## src/rtl/sram_port_arbiter.sv

```systemverilog
// Shares one single-port 64-bit SRAM between instruction fetch (I) and the memory stage (D).
// Grants are combinational each cycle; read data returns next cycle and is held per port until taken.
module sram_port_arbiter #(
   parameter int RR_MODE      = 1,
   parameter int STARVE_LIMIT = 4
) (
   input  logic        clk,
   input  logic        reset,
   input  logic        i_req,
   input  logic [63:0] i_addr,
   output logic        i_gnt,
   output logic        i_rvalid,
   output logic [63:0] i_rdata,
   input  logic        i_rready,
   input  logic        d_req,
   input  logic        d_we,
   input  logic [7:0]  d_wstrb,
   input  logic [63:0] d_addr,
   input  logic [63:0] d_wdata,
   output logic        d_gnt,
   output logic        d_rvalid,
   output logic [63:0] d_rdata,
   input  logic        d_rready,
   output logic        sram_en,
   output logic [7:0]  sram_wen,
   output logic [63:0] sram_addr,
   output logic [63:0] sram_wdata,
   input  logic [63:0] sram_rdata
);
   localparam int            CW         = (STARVE_LIMIT < 1) ? 1 : $clog2(STARVE_LIMIT + 1);
   localparam logic [CW-1:0] STARVE_MAX = CW'(STARVE_LIMIT);

   typedef enum logic [1:0] {
      SLOT_EMPTY = 2'd0,
      SLOT_PEND  = 2'd1,
      SLOT_HELD  = 2'd2
   } slot_t;

   slot_t         r_i_slot;
   slot_t         r_d_slot;
   slot_t         w_i_slot_nxt;
   slot_t         w_d_slot_nxt;
   logic [63:0]   r_i_hold;
   logic [63:0]   r_d_hold;
   logic          r_rr_d_next;
   logic [CW-1:0] r_starve;
   logic          w_i_elig;
   logic          w_d_elig;
   logic          w_contend;
   logic          w_d_rd_gnt;

   // A slot re-enters PEND straight from PEND when its result is taken and a new read wins the same cycle.
   function automatic slot_t f_slot_nxt(input slot_t cur, input logic rready, input logic rd_gnt);
      slot_t nxt;
      nxt = cur;
      case (cur)
         SLOT_EMPTY: nxt = rd_gnt ? SLOT_PEND : SLOT_EMPTY;
         SLOT_PEND:  nxt = !rready ? SLOT_HELD : (rd_gnt ? SLOT_PEND : SLOT_EMPTY);
         SLOT_HELD:  nxt = rready ? SLOT_EMPTY : SLOT_HELD;
         default:    nxt = SLOT_EMPTY;
      endcase
      return nxt;
   endfunction

   assign w_i_elig  = i_req & ((r_i_slot == SLOT_EMPTY) | ((r_i_slot == SLOT_PEND) & i_rready));
   assign w_d_elig  = d_req & ((r_d_slot == SLOT_EMPTY) | ((r_d_slot == SLOT_PEND) & d_rready));
   assign w_contend = w_i_elig & w_d_elig;

   always_comb begin
      i_gnt = 1'b0;
      d_gnt = 1'b0;
      if (!reset) begin
         if (w_contend) begin
            if (RR_MODE != 0) begin
               i_gnt = ~r_rr_d_next;
               d_gnt = r_rr_d_next;
            end else if (r_starve == STARVE_MAX) begin
               i_gnt = 1'b1;
            end else begin
               d_gnt = 1'b1;
            end
         end else begin
            i_gnt = w_i_elig;
            d_gnt = w_d_elig;
         end
      end
   end

   assign w_d_rd_gnt = d_gnt & ~d_we;
   assign sram_en    = i_gnt | d_gnt;
   assign sram_addr  = d_gnt ? d_addr : i_addr;
   assign sram_wen   = (d_gnt & d_we) ? d_wstrb : 8'h00;
   assign sram_wdata = d_wdata;

   always_comb begin
      w_i_slot_nxt = f_slot_nxt(r_i_slot, i_rready, i_gnt);
      w_d_slot_nxt = f_slot_nxt(r_d_slot, d_rready, w_d_rd_gnt);
   end

   always_ff @(posedge clk) begin
      if (reset) begin
         r_i_slot    <= SLOT_EMPTY;
         r_d_slot    <= SLOT_EMPTY;
         r_rr_d_next <= 1'b0;
         r_starve    <= '0;
      end else begin
         r_i_slot <= w_i_slot_nxt;
         r_d_slot <= w_d_slot_nxt;
         if (w_contend) begin
            r_rr_d_next <= i_gnt;
         end
         if (!i_req || i_gnt) begin
            r_starve <= '0;
         end else if (d_gnt && w_i_elig && (r_starve != STARVE_MAX)) begin
            r_starve <= r_starve + CW'(1);
         end
      end
   end

   // The SRAM output only lives one cycle, so an unconsumed result is parked here.
   always_ff @(posedge clk) begin
      if ((r_i_slot == SLOT_PEND) && !i_rready) begin
         r_i_hold <= sram_rdata;
      end
      if ((r_d_slot == SLOT_PEND) && !d_rready) begin
         r_d_hold <= sram_rdata;
      end
   end

   assign i_rvalid = ~reset & (r_i_slot != SLOT_EMPTY);
   assign d_rvalid = ~reset & (r_d_slot != SLOT_EMPTY);
   assign i_rdata  = (r_i_slot == SLOT_HELD) ? r_i_hold : sram_rdata;
   assign d_rdata  = (r_d_slot == SLOT_HELD) ? r_d_hold : sram_rdata;

endmodule
```

## config.mk

```make
export PLATFORM = sky130hd
export DESIGN_NAME = sram_port_arbiter
export DESIGN_NICKNAME = d
export VERILOG_FILES = /design/src/rtl/sram_port_arbiter.sv
export SDC_FILE = /design/constraint.sdc
export NUM_CORES = 1
export LEC_CHECK = 0
export ABC_CLOCK_PERIOD_IN_PS = 4500
export CORE_AREA = 10 10 200 202
export DETAILED_ROUTE_END_ITERATION = 8
export DIE_AREA = 0 0 210 212
export HOLD_SLACK_MARGIN = 0.06
export SYNTH_ARGS = -nofsm -noshare
export SYNTH_HDL_FRONTEND = slang
export SYNTH_SLANG_ARGS = --single-unit
```

## constraint.sdc

```tcl
create_clock -name clk -period 4.5 [get_ports clk]
set_input_delay 0.9 -clock clk [delete_from_list [all_inputs] [get_ports clk]]
set_output_delay 0.9 -clock clk [all_outputs]
set_load 0.005 [all_outputs]
```

=== After elaboration in Yosys (flattened, before gate mapping) ===
Cells that the tools add are included.
Widths: inputs -> output; s select.

* Logic and storage cells: 48
* Register bits after elaboration: 133
* Input bits: 271
* Output and inout bits: 269

* Bitwise logic cells: 15
* Eq/ne operators: 4
* Reduce and logical (&&, ||, !) cells: 8
* Multiplexer cells: 16

{| class="wikitable"
|+ Operator list
! operator !! number
|-
| $mux 64 || 3
|-
| $pmux 2 s3 || 2
|-
| $and 1x1->1 || 9
|-
| $mux 2 || 4
|-
| $mux 8 || 1
|-
| $mux 1 || 6
|-
| $eq 2x1->1 const B || 2
|-
| $eq 2x2->1 const B || 2
|-
| $logic_not 2->1 || 2
|-
| $reduce_bool 2->1 || 2
|-
| $not 1->1 || 3
|-
| $or 1x1->1 || 3
|-
| $logic_and 1x1->1 || 2
|-
| $logic_not 1->1 || 2
|}

=== Logic depth before layout (Yosys ltp) ===
Gate-level depths: netlist of run 1.

* Depth in word-level cells: 11
* Depth in mapped cells: 6
* Gate-level depth less buffers: 5

=== Worst setup path before layout of run 1 ===
OpenSTA, ideal clock, no wires.

* Path type: input to register
* From: in d_rready
* To: reg r_d_hold[0], enable pin
* Required time: 4.014 ns
* Path buffers: 0
* Cell stages on the path: 2
* Slack: 0.252 ns
* Arrival: 3.762 ns
* Setup time: 0.486 ns
* Cell sequence: nand2b_1 -> nor2_1

* Word-level cells in the longest chain between the ends: 2

{| class="wikitable"
|+ RTL lines
! what !! line !! source
|-
| start, declared || 23 || <nowiki>input logic d_rready,</nowiki>
|-
| $logic_not 1->1 || 125 || <nowiki>if ((r_d_slot == SLOT_PEND) && !d_rready) begin</nowiki>
|-
| $logic_and 1x1->1 || 125 ||
|-
| end signal, assigned || 126 || <nowiki>r_d_hold <= sram_rdata;</nowiki>
|-
| end, declared || 44 || <nowiki>logic [63:0] r_d_hold;</nowiki>
|}

Every way passes these cells.
A chain may end at the register's enable or synchronous reset.

=== Worst setup path after layout of run 1 ===
* From: in d_rready
* To: out sram_addr[63]

* Word-level cells in the longest chain between the ends: 7

{| class="wikitable"
|+ RTL lines
! what !! line !! source
|-
| $and 1x1->1 (*) || 66 || <nowiki>assign w_d_elig = d_req & ((r_d_slot == SLOT_EMPTY) | ((r_d_slot == SLOT_PEND) & d_rready));</nowiki>
|-
| $or 1x1->1 (*) || 66 ||
|-
| $and 1x1->1 (*) || 66 ||
|-
| $and 1x1->1 || 67 || <nowiki>assign w_contend = w_i_elig & w_d_elig;</nowiki>
|-
| $mux 1 (*) || 73 || <nowiki>if (w_contend) begin</nowiki>
|-
| $mux 1 (*) || 72 || <nowiki>if (!reset) begin</nowiki>
|-
| $mux 64 (*) || 91 || <nowiki>assign sram_addr = d_gnt ? d_addr : i_addr;</nowiki>
|-
| end, declared || 26 || <nowiki>output logic [63:0] sram_addr,</nowiki>
|}

Mark *: on every way between the ends. The rest lies on a longest branch, timed or not.

==> metrics.md, run 1 <==
| Metric | Value |
|---|---|
| Hold_buf cts | 0 |
| Final setup skew | 11.64 ps |
| Initial core utilization | 19.69% |
| Leakage power | 4.196 nW |
| Pin count of the biggest net entering global routing | 44 |
| Inserted Clock Buffers | 17 |
| Min Hold Slack | 565.5 ps |
| Maximum buffer depth of the clock tree | 2 |
| Crit. End Element | output pin |
| Die Wd | 210 um |
| Clock insertion delay at the later pin of the skew report | 440 ps |
| I/O Pins | 540 |
| Hold depth | 1 |
| Hold endpoint | r_i_slot[0] |
| Pwr/cell area | 305.5 nW/um^2 |
| Vias per cell | 4.115 |
| Area Overhead vs Synth | 67.72% |
| Via count | 5296 |
| FF+latch count, synth | 133 |
| CP Max Fanout | 43 |
| Grt total ovfl | 0 |
| Kind of critical path | in -> out |
| Number of antenna violations at the first check in global routing | 5 |
| DRC violations left | 0 |
| Data required, critical path | 3600 ps |
| Clock input transition at the sequential cells of the worst setup and hold paths | 60 ps |
| Post-Synthesis Cells | 449 |
| CTS Sinks | 133 |
| GR Util All Layers | 15.13% |
| Post-synth top area share | 54.10% |
| Post-cts repair resize count | 0 |
| First-pass GRT wire length | 47.47 mm |
| Worst Hold Class | reg -> reg |
| Worst R2R Path Depth | 3 |
| Layout net count | 1075 |
| # setup viols final | 0 |
| CTS tree | yes |
| Yosys warns | 0 |
| RSZ-0062 raised after global routing | false |
| WP data arrival | 3330 ps |
| R2r endpoint | r_d_hold[36] |
| Total wire length | 35.06 mm |
| 1st-iter DRT viols | 173 |
| Most used cell, CP | clkdlybuf4s50_1 |
| Core ar. | 36080 sq um |
| Seq/Total Area, Yosys | 55.51% |
| Detail Placement HPWL | 28.53 mm |
| Netlist cell types | 22 |
| Final Max Tran Viols | 0 |
| Routability cong. | 0.8558 |
| Reg-to-Reg Start | r_d_slot[0] |
| Drt first pass iters | 4 |
| CTS Root Cell | clkbuf_16 |
| Rel. slew slack | 54.44% |
| Share of cells above drive strength 1 | 29.13% |
| Synth area leader | edfxtp_1 |
| Minimum clock period | 4232 ps |
| Drt wl/cell | 27.24 um |
| Critical Path Start Type | primary input |
| Crit path cell chain | clkdlybuf4s50_1, nand2b_1, nand2_1, or3_4, buf_4, mux2_2, clkdlybuf4s50_1 |
| Mean Syn Cell Area | 15.82 sq um |
| Post-CTS Setup Bufs | 0 |
| Fin crit share | 94.05% |
| H-tree depth | 4 |
| Number of global-route vias before repair | 5751 |
| Cells taking the most area after synthesis | edfxtp_1 (54%), mux2_2 (24%), mux2_4 (8.2%), buf_4 (6.8%), dfxtp_1 (1.4%) |
| Worst-Margin Slew | 683.4 ps |
| Syn nets | 720 |
| FF-to-FF setup slack | 2500 ps |
| Crit-path max cell delay | 540 ps |
| Cell Area, Synth | 7104 sq um |
| Crit path max-delay cell type | clkdlybuf4s50_1 |
| Total negative slack | 0 ps |
| Max VDD drop | 338.0 uV |
| Die area | 44520 sq um |
| Final hold vios | 0 |
| Post-DRT Antenna Nets | 0 |
| Status | finished clean |
| Die Y | 212 um |
| PortBufs | 411 |
| FMAX | 236.3 MHz |
| Number of max-cap violations | 0 |
| Hold wc startpoint | r_rr_d_next |
| Rows | 70 |
synth_stat cells:
| cell type | number |
|---|---|
| a21oi_1 | 1 |
| a311oi_1 | 2 |
| and3_1 | 8 |
| buf_2 | 15 |
| buf_4 | 64 |
| buf_6 | 5 |
| clkbuf_1 | 2 |
| dfxtp_1 | 5 |
| edfxtp_1 | 128 |
| inv_1 | 1 |
| mux2_2 | 153 |
| mux2_4 | 39 |
| nand2_1 | 1 |
| nand2b_1 | 4 |
| nor2_1 | 7 |
| nor2b_1 | 4 |
| nor2b_2 | 1 |
| nor3_1 | 3 |
| nor4_1 | 1 |
| nor4b_1 | 1 |
| or3_4 | 1 |
| xnor2_1 | 3 |
worst max-delay path by stage:
| stage | from | end | depth (start not counted) |
|---|---|---|---|
| finish | d_rready | sram_addr[63] | 7 |
| global route | d_rready | sram_addr[63] | 7 |
| CTS | d_rready | sram_addr[63] | 7 |
| detailed placement | d_rready | sram_addr[63] | 7 |
| global placement | d_rready | sram_addr[63] | 7 |
| floorplan | d_rready | r_d_hold[0] | 2 |
flip-flops by register name, indices dropped and copies added, names as in the netlist:
name	count
r_rr_d_next	1
r_d_hold	64
r_i_slot	2
r_i_hold	64
r_d_slot	2
routing by layer:
metal / up-vias / wire length, um / part of all wire (%) / global-route usage, %
met5: - / 0 / 0 / 0
met2: 315 / 17780 / 51 / 26.25
met3: 19 / 3704 / 11 / 7.439
met4: 0 / 501 / 1.4 / 4.019
li1: 2350 / - / - / -
met1: 2612 / 13070 / 37 / 16.01
area by class of cell:
| cell class | count | area (sq um) |
|---|---|---|
| Fill cell | 3586 | 24170 |
| Timing Repair Buffer | 422 | 4197 |
| Sequential cell | 133 | 3944 |
| Multi-Input combinational cell | 229 | 2567 |
| Tap cell | 468 | 585.6 |
| Clock buffer | 18 | 429.2 |
| Clock inverter | 14 | 183.9 |
| Antenna cell | 2 | 5.005 |
| Inverter | 1 | 3.754 |
cell families after synthesis:
logic type / Yosys count / share of synthesized area (%)
multiplexers: 192 / 32.49
flip-flops: 133 / 55.51
buffers and inverters: 87 / 8.771
AND/OR/NAND/NOR: 31 / 2.536
AO/OA/AOI/OAI: 3 / 0.3170
XOR/XNOR: 3 / 0.3699
through the flow:
stage / std cells / area [sq um] / util [%] / power [mW] / setup slack, ps
2_1_floorplan: 449 / 7104 / - / 1.701 / 251.9
3_3_place_gp: 1253 / 11300 / 31.31 / 2.203 / 260.5
3_5_place_dp: 1253 / 11300 / 31.31 / 2.201 / 255.4
4_1_cts: 1285 / 11910 / 33.01 / 3.717 / 252.8
5_1_grt: 1285 / 11910 / 33.01 / 3.782 / 154.6
6_report: 1287 / 11920 / 33.02 / 3.640 / 267.9
cells in the final DEF, fill, tap and decap left out, drive strengths merged:
| master | Yosys | routed |
|---|---|---|
| nor3 | 3 | 3 |
| diode | 0 | 2 |
| a311oi | 2 | 2 |
| dfxtp | 5 | 5 |
| nor4 | 1 | 1 |
| clkinv | 0 | 7 |
| nor2 | 7 | 7 |
| clkinvlp | 0 | 2 |
| nor4b | 1 | 1 |
| mux2 | 192 | 192 |
| xnor2 | 3 | 3 |
| a21oi | 1 | 1 |
| edfxtp | 128 | 128 |
| buf | 84 | 11 |
| and3 | 8 | 8 |
| nand2b | 4 | 4 |
| clkdlybuf4s50 | 0 | 411 |
| bufinv | 0 | 4 |
| nor2b | 5 | 5 |
| nand2 | 1 | 1 |
| or3 | 1 | 1 |
| clkbuf | 2 | 18 |
| inv | 1 | 2 |
power by group:
part	internal (mW)	switching [mW]	total (mW)
Combinational	0.497	0.266	0.763
Clock	0.922	0.554	1.48
Sequential	1.39	0.00933	1.40
Total	2.81	0.829	3.64
critical path, delay by kind of cell:
kind | cells | cell delay [ps]
buffers and inverters | 3 | 1370
and+or+nand+nor | 3 | 720
muxes | 1 | 320
No activity file was read; power rests on OpenSTA's default activity.
==> run 2: changes to the inputs <==
Settings changed: MAX_ROUTING_LAYER set to met4.
==> run 2 against run 1 <==
  * Core utilization about the same
  * Hold slack improved by 13 ps
  * Power decreased by 0.15%
==> metrics.md, run 2 (synthesis results as in run 1) <==
| Metric | Value |
|---|---|
| RSZ-0062 raised after global routing | false |
| M3 GR Usage | 6.515% (-0.92 points) |
| Worst Hold Class | reg -> reg |
| Clock insertion delay at the later pin of the skew report | 430 ps (about the same) |
| CTS Root Cell | clkbuf_16 |
| Rows | 70 (unchanged) |
| Pwr/cell area | 304.9 nW/um^2 (-0.18%) |
| Crit path cell chain | clkdlybuf4s50_1, nand2b_1, nand2_1, or3_4, buf_4, mux2_2, clkdlybuf4s50_1 |
| Final hold vios | 0 (unchanged) |
| Die Y | 212 um (unchanged) |
| Initial core utilization | 19.69% (unchanged) |
| Met2 usage | 26.36% (+0.11 points) |
| Max VDD drop | 338.2 uV (about the same) |
| M1 GR Usage | 16.70% (+0.70 points) |
| Detail Placement HPWL | 28.53 mm (unchanged) |
| H-tree depth | 4 (unchanged) |
| Vias per cell | 4.096 (-0.45%) |
| Kind of critical path | in -> out |
| DRC violations left | 0 (unchanged) |
| Drt first pass iters | 4 (unchanged) |
| Number of antenna violations at the first check in global routing | 5 (unchanged) |
| Top Registers | r_d_hold x64, r_i_hold x64 |
| Area of the multi-input gates | 2567 sq um (unchanged) |
| Die area | 44520 sq um (unchanged) |
| Hold_buf cts | 0 (unchanged) |
| Leakage power | 4.196 nW (about the same) |
| I/O Pins | 540 (unchanged) |
| CP Max Fanout | 43 (unchanged) |
| # fillers | 3585 (-0.028%) |
| Status | finished clean |
| Share of cells above drive strength 1 | 29.13% (unchanged) |
| Via count | 5276 (-0.38%) |
| Layout net count | 1075 (unchanged) |
| Placed insts | 1253 (unchanged) |
| Data required, critical path | 3600 ps (about the same) |
| Crit-path max cell delay | 540 ps (about the same) |
| Critical Path Start Type | primary input |
| Die Wd | 210 um (unchanged) |
| WP data arrival | 3350 ps (+20 ps) |
| Area Overhead vs Synth | 67.75% (about the same) |
| CP delay by family, top | buffers and inverters |
| Crit. End Element | output pin |
| Fin crit share | 94.53% (+0.49 points) |
| PortBufs | 411 (unchanged) |
| FMAX | 235.1 MHz (-0.51%) |
| Final Max Tran Viols | 0 (unchanged) |
| Final setup skew | 11.02 ps (-0.6155 ps) |
| Maximum buffer depth of the clock tree | 2 (unchanged) |
| Post-cts repair resize count | 0 (unchanged) |
| Core ar. | 36080 sq um (unchanged) |
| Most common cell after layout, fill and taps aside | clkdlybuf4s50_1 |
| CTS tree | yes |
| First-pass GRT wire length | 47.29 mm (-0.38%) |
| Crit path max-delay cell type | clkdlybuf4s50_1 |
| Commonest non-fill, non-tap cells in the layout | clkdlybuf4s50_1 (411), mux2_2 (153), edfxtp_1 (128) |
| Worst-Margin Slew | 684.5 ps (+1.020 ps) |
| Total negative slack | 0 ps (unchanged) |
| Inserted Clock Buffers | 17 (unchanged) |
| Most used cell, CP | clkdlybuf4s50_1 |
| Rel. slew slack | 54.37% (-0.068 points) |
| Buf+Inv Stages, Crit Path | 3 (unchanged) |
| Drt wl/cell | 27.21 um (-0.10%) |
| Post-DRT Antenna Nets | 0 (unchanged) |
| Number of global-route vias before repair | 5752 (+0.017%) |
| Grt peak-use layer | met2 |
| Post-CTS Setup Bufs | 0 (unchanged) |
| Pin count of the biggest net entering global routing | 44 (unchanged) |
| Routability cong. | 0.8694 (+1.6%) |
| Grt total ovfl | 0 (unchanged) |
| Clock input transition at the sequential cells of the worst setup and hold paths | 60 ps (about the same) |
| Minimum clock period | 4254 ps (+21.88 ps) |
| 1st-iter DRT viols | 212 (+23%) |
| Total wire length | 35.05 mm (about the same) |
| # setup viols final | 0 (unchanged) |
| Seq. cell area | 3944 sq um (unchanged) |
| Finished Layout Cells | 1288 (+0.078%) |
| Number of max-cap violations | 0 (unchanged) |
| CTS Sinks | 133 (unchanged) |
| GR Util All Layers | 15.55% (+0.42 points) |
run 2: final timing paths:
path                                  start            end  slack, ps  depth (start not counted)
worst max-delay path               d_rready  sram_addr[63]        250                          7
worst min-delay path            r_rr_d_next    r_i_slot[0]        580                          1
worst max register to register  r_d_slot[0]   r_d_hold[18]       2480                          3
worst min register to register  r_rr_d_next    r_i_slot[0]        580                          1
run 2: per-stage QoR:
stage	utilization (%)	hold WS, ps	power, mW	setup slack, ps	area, sq um
finish	33.03	578.3	3.634	246.0	11920
detailed placement	31.31	539.9	2.201	255.4	11300
global route	33.01	585.9	3.781	154.5	11910
global placement	31.31	547.6	2.203	260.5	11300
CTS	33.01	557.0	3.717	252.8	11910
floorplan	-	494.8	1.701	251.9	7104
run 2: final cells by class:
cell class	count	area share, %
repair buffers	422	35.21
multi-input cells	229	21.54
well taps	468	4.913
clock buffers	18	3.601
flip-flops and latches	133	33.09
inverters	1	0.03150
diodes	3	0.06299
clock inverters	14	1.543
run 2: layer usage:
layer  routed length [um]  vias up
met5                    0        -
met4                  348        0
met3                 3463       17
met2                17810      311
met1                13420     2590
li1                     -     2358
run 2: where the power goes:
group / leakage, nW / switching (mW) / total (mW) / internal [mW]
registers: 1.20 / 0.00938 / 1.40 / 1.39
logic: 2.70 / 0.266 / 0.762 / 0.497
clock network: 0.295 / 0.548 / 1.47 / 0.922
total: 4.20 / 0.823 / 3.63 / 2.81
==> run 3: changes to the inputs <==
Settings changed: CELL_PAD_IN_SITES_DETAIL_PLACEMENT set to 1, CELL_PAD_IN_SITES_GLOBAL_PLACEMENT set to 1, CORE_AREA 10 10 200 202 to 10 10 203 205, DIE_AREA 0 0 210 212 to 0 0 213 215, DONT_BUFFER_PORTS set to 1, GPL_ROUTABILITY_DRIVEN set to 1, PLACE_DENSITY_LB_ADDON set to 0.1.
==> run 3 against run 2 <==
  * Non-clock buffer count decreased by 414
  * Global-route usage shrank 3.4 points
  * Largest power group unchanged
  * Die area rose by 2.9%
  * Largest cell class is now registers
  * Core utilization fell by 12 points
==> metrics.md, run 3 (synthesis results as in run 1) <==
| Metric | Value |
|---|---|
| Area Overhead vs Synth | 10.09% |
| Tot Pwr | 3.179 mW (-13%) |
| Rel. slew slack | 45.22% (-9.1 points) |
| Number of global-route vias before repair | 4046 (-30%) |
| Via count | 3747 (-29%) |
| Worst-Margin Slew | 821.7 ps (+137.2 ps) |
| H-tree depth | 4 (unchanged) |
| CTS Root Cell | clkbuf_16 |
| GR Util All Layers | 12.14% (-3.4 points) |
| Post-CTS Setup Bufs | 0 (unchanged) |
| Share of cells above drive strength 1 | 57.57% (+28 points) |
| Most common cell after layout, fill and taps aside | mux2_2 |
| Hold_buf cts | 0 (unchanged) |
| CTS Sinks | 133 (unchanged) |
| Rows | 71 (+1.4%) |
| Number of max-cap violations | 0 (unchanged) |
| Drt first pass iters | 4 (unchanged) |
| WP data arrival | 2730 ps (-620 ps) |
| Maximum buffer depth of the clock tree | 2 (unchanged) |
| Final core utilization | 21.01% (-12 points) |
| Finished layout cell area | 7821 sq um (-34%) |
| Fin crit share | 80.56% (-14 points) |
| Leakage power | 2.582 nW (-38%) |
| Crit. End Element | output pin |
| # setup viols final | 0 (unchanged) |
| Final hold vios | 0 (unchanged) |
| Kind of critical path | in -> out |
| Core ar. | 37220 sq um (+3.2%) |
| First-pass GRT wire length | 37.23 mm (-21%) |
| I/O Pins | 540 (unchanged) |
| Detail Placement HPWL | 22.98 mm (-19%) |
| RSZ-0062 raised after global routing | false |
| Max VDD drop | 334.2 uV (-1.2%) |
| Vias per cell | 4.239 (+3.5%) |
| Worst R2R Path Depth | 3 (unchanged) |
| Initial core utilization | 19.09% (-0.60 points) |
| DRC violations left | 0 (unchanged) |
| Status | finished clean |
| Critical Path Start Type | primary input |
| Pin count of the biggest net entering global routing | 48 (+9.1%) |
| Post-cts repair resize count | 0 (unchanged) |
| Die Wd | 213 um (+1.4%) |
| 1st-iter DRT viols | 164 (-23%) |
| Inserted Clock Buffers | 17 (unchanged) |
| Data required, critical path | 3600 ps (about the same) |
| Clock insertion delay at the later pin of the skew report | 440 ps (about the same) |
| Number of antenna violations at the first check in global routing | 10 (+5) |
| Post-Place Cell Area | 7193 sq um (-36%) |
| Layout net count | 661 (-39%) |
| Final setup skew | 12.62 ps (+1.597 ps) |
| Die area | 45800 sq um (+2.9%) |
| Die Y | 215 um (+1.4%) |
| Routability cong. | 0.7413 (-15%) |
| Hold depth | 1 (unchanged) |
| Grt total ovfl | 0 (unchanged) |
| Total wire length | 28.77 mm (-18%) |
| Post-DRT Antenna Nets | 0 (unchanged) |
| Top Registers | r_d_hold x64, r_i_hold x64 |
| Clock input transition at the sequential cells of the worst setup and hold paths | 70 ps (about the same) |
| CP Max Fanout | 47 (+9.3%) |
| FMAX | 275.9 MHz (+17%) |
| Commonest non-fill, non-tap cells in the layout | mux2_2 (153), edfxtp_1 (128), mux2_4 (39) |
| Total negative slack | 0 ps (unchanged) |
| PortBufs | 0 (-100%) |
| Drt wl/cell | 32.55 um (+20%) |
| Final Max Tran Viols | 0 (unchanged) |
| Pwr/cell area | 406.4 nW/um^2 (+33%) |
| Minimum clock period | 3625 ps (-628.8 ps) |
| Worst Hold Class | in -> reg |
| CTS tree | yes |
[run 3: changes by cell type in the layout (fill, tap and decap cells not counted), moves of 2 or more]
cell,change
clkdlybuf4s50_1,-411
buf_4,-5
diode_2,+4
clkinv_2,-3
buf_12,+2
clkinv_1,+2
inv_6,+2
[run 3: layer usage]
| metal | track usage, % | vias to the layer above | share of wire (%) |
|---|---|---|---|
| met3 | 8.194 | 37 | 15 |
| met1 | 9.806 | 1863 | 30 |
| met4 | 6.118 | 0 | 2.7 |
| li1 | - | 1514 | - |
| met2 | 20.52 | 333 | 52 |
| met5 | - | - | 0 |
[run 3: power by group]
| part | switching, mW | internal (mW) | leakage, nW |
|---|---|---|---|
| combinational | 0.157 | 0.143 | 1.09 |
| clock | 0.552 | 0.925 | 0.293 |
| sequential | 0.00974 | 1.39 | 1.20 |
| total | 0.718 | 2.46 | 2.58 |
[run 3: final cells by class]
cell class                      count  area [sq um]
Tap cell                          474         593.1
Sequential cell                   133          3944
Clock buffer                       19         432.9
Inverter                            1         3.754
Timing Repair Buffer                8         85.08
Clock inverter                     13         177.7
Antenna cell                        7         17.52
Multi-Input combinational cell    229          2567
Fill cell                        4033         29400
[run 3: critical path, cell delays in order]
cell,delay [ps]
nand2b_1,210
nand2_1,130
or3_4,670
buf_4,390
mux2_2,400
[run 3: through the flow]
step	worst slack (ps)	instances	hold slack, ps
3_3_place_gp	913.5	845	566.8
3_5_place_dp	874.3	845	539.7
5_1_grt	717.3	884	502.0
6_report	874.8	884	529.7
4_1_cts	867.1	877	499.9
2_1_floorplan	251.9	449	494.8
[run 3: path summary, 6_finish.rpt]
| path | endpoint | slack [ps] | start |
|---|---|---|---|
| worst max-delay path | sram_addr[8] | 870 | d_rready |
| worst min-delay path | r_d_slot[0] | 530 | d_we |
| worst max register to register | r_d_hold[17] | 2470 | r_d_slot[0] |
| worst min register to register | r_i_slot[0] | 550 | r_rr_d_next |
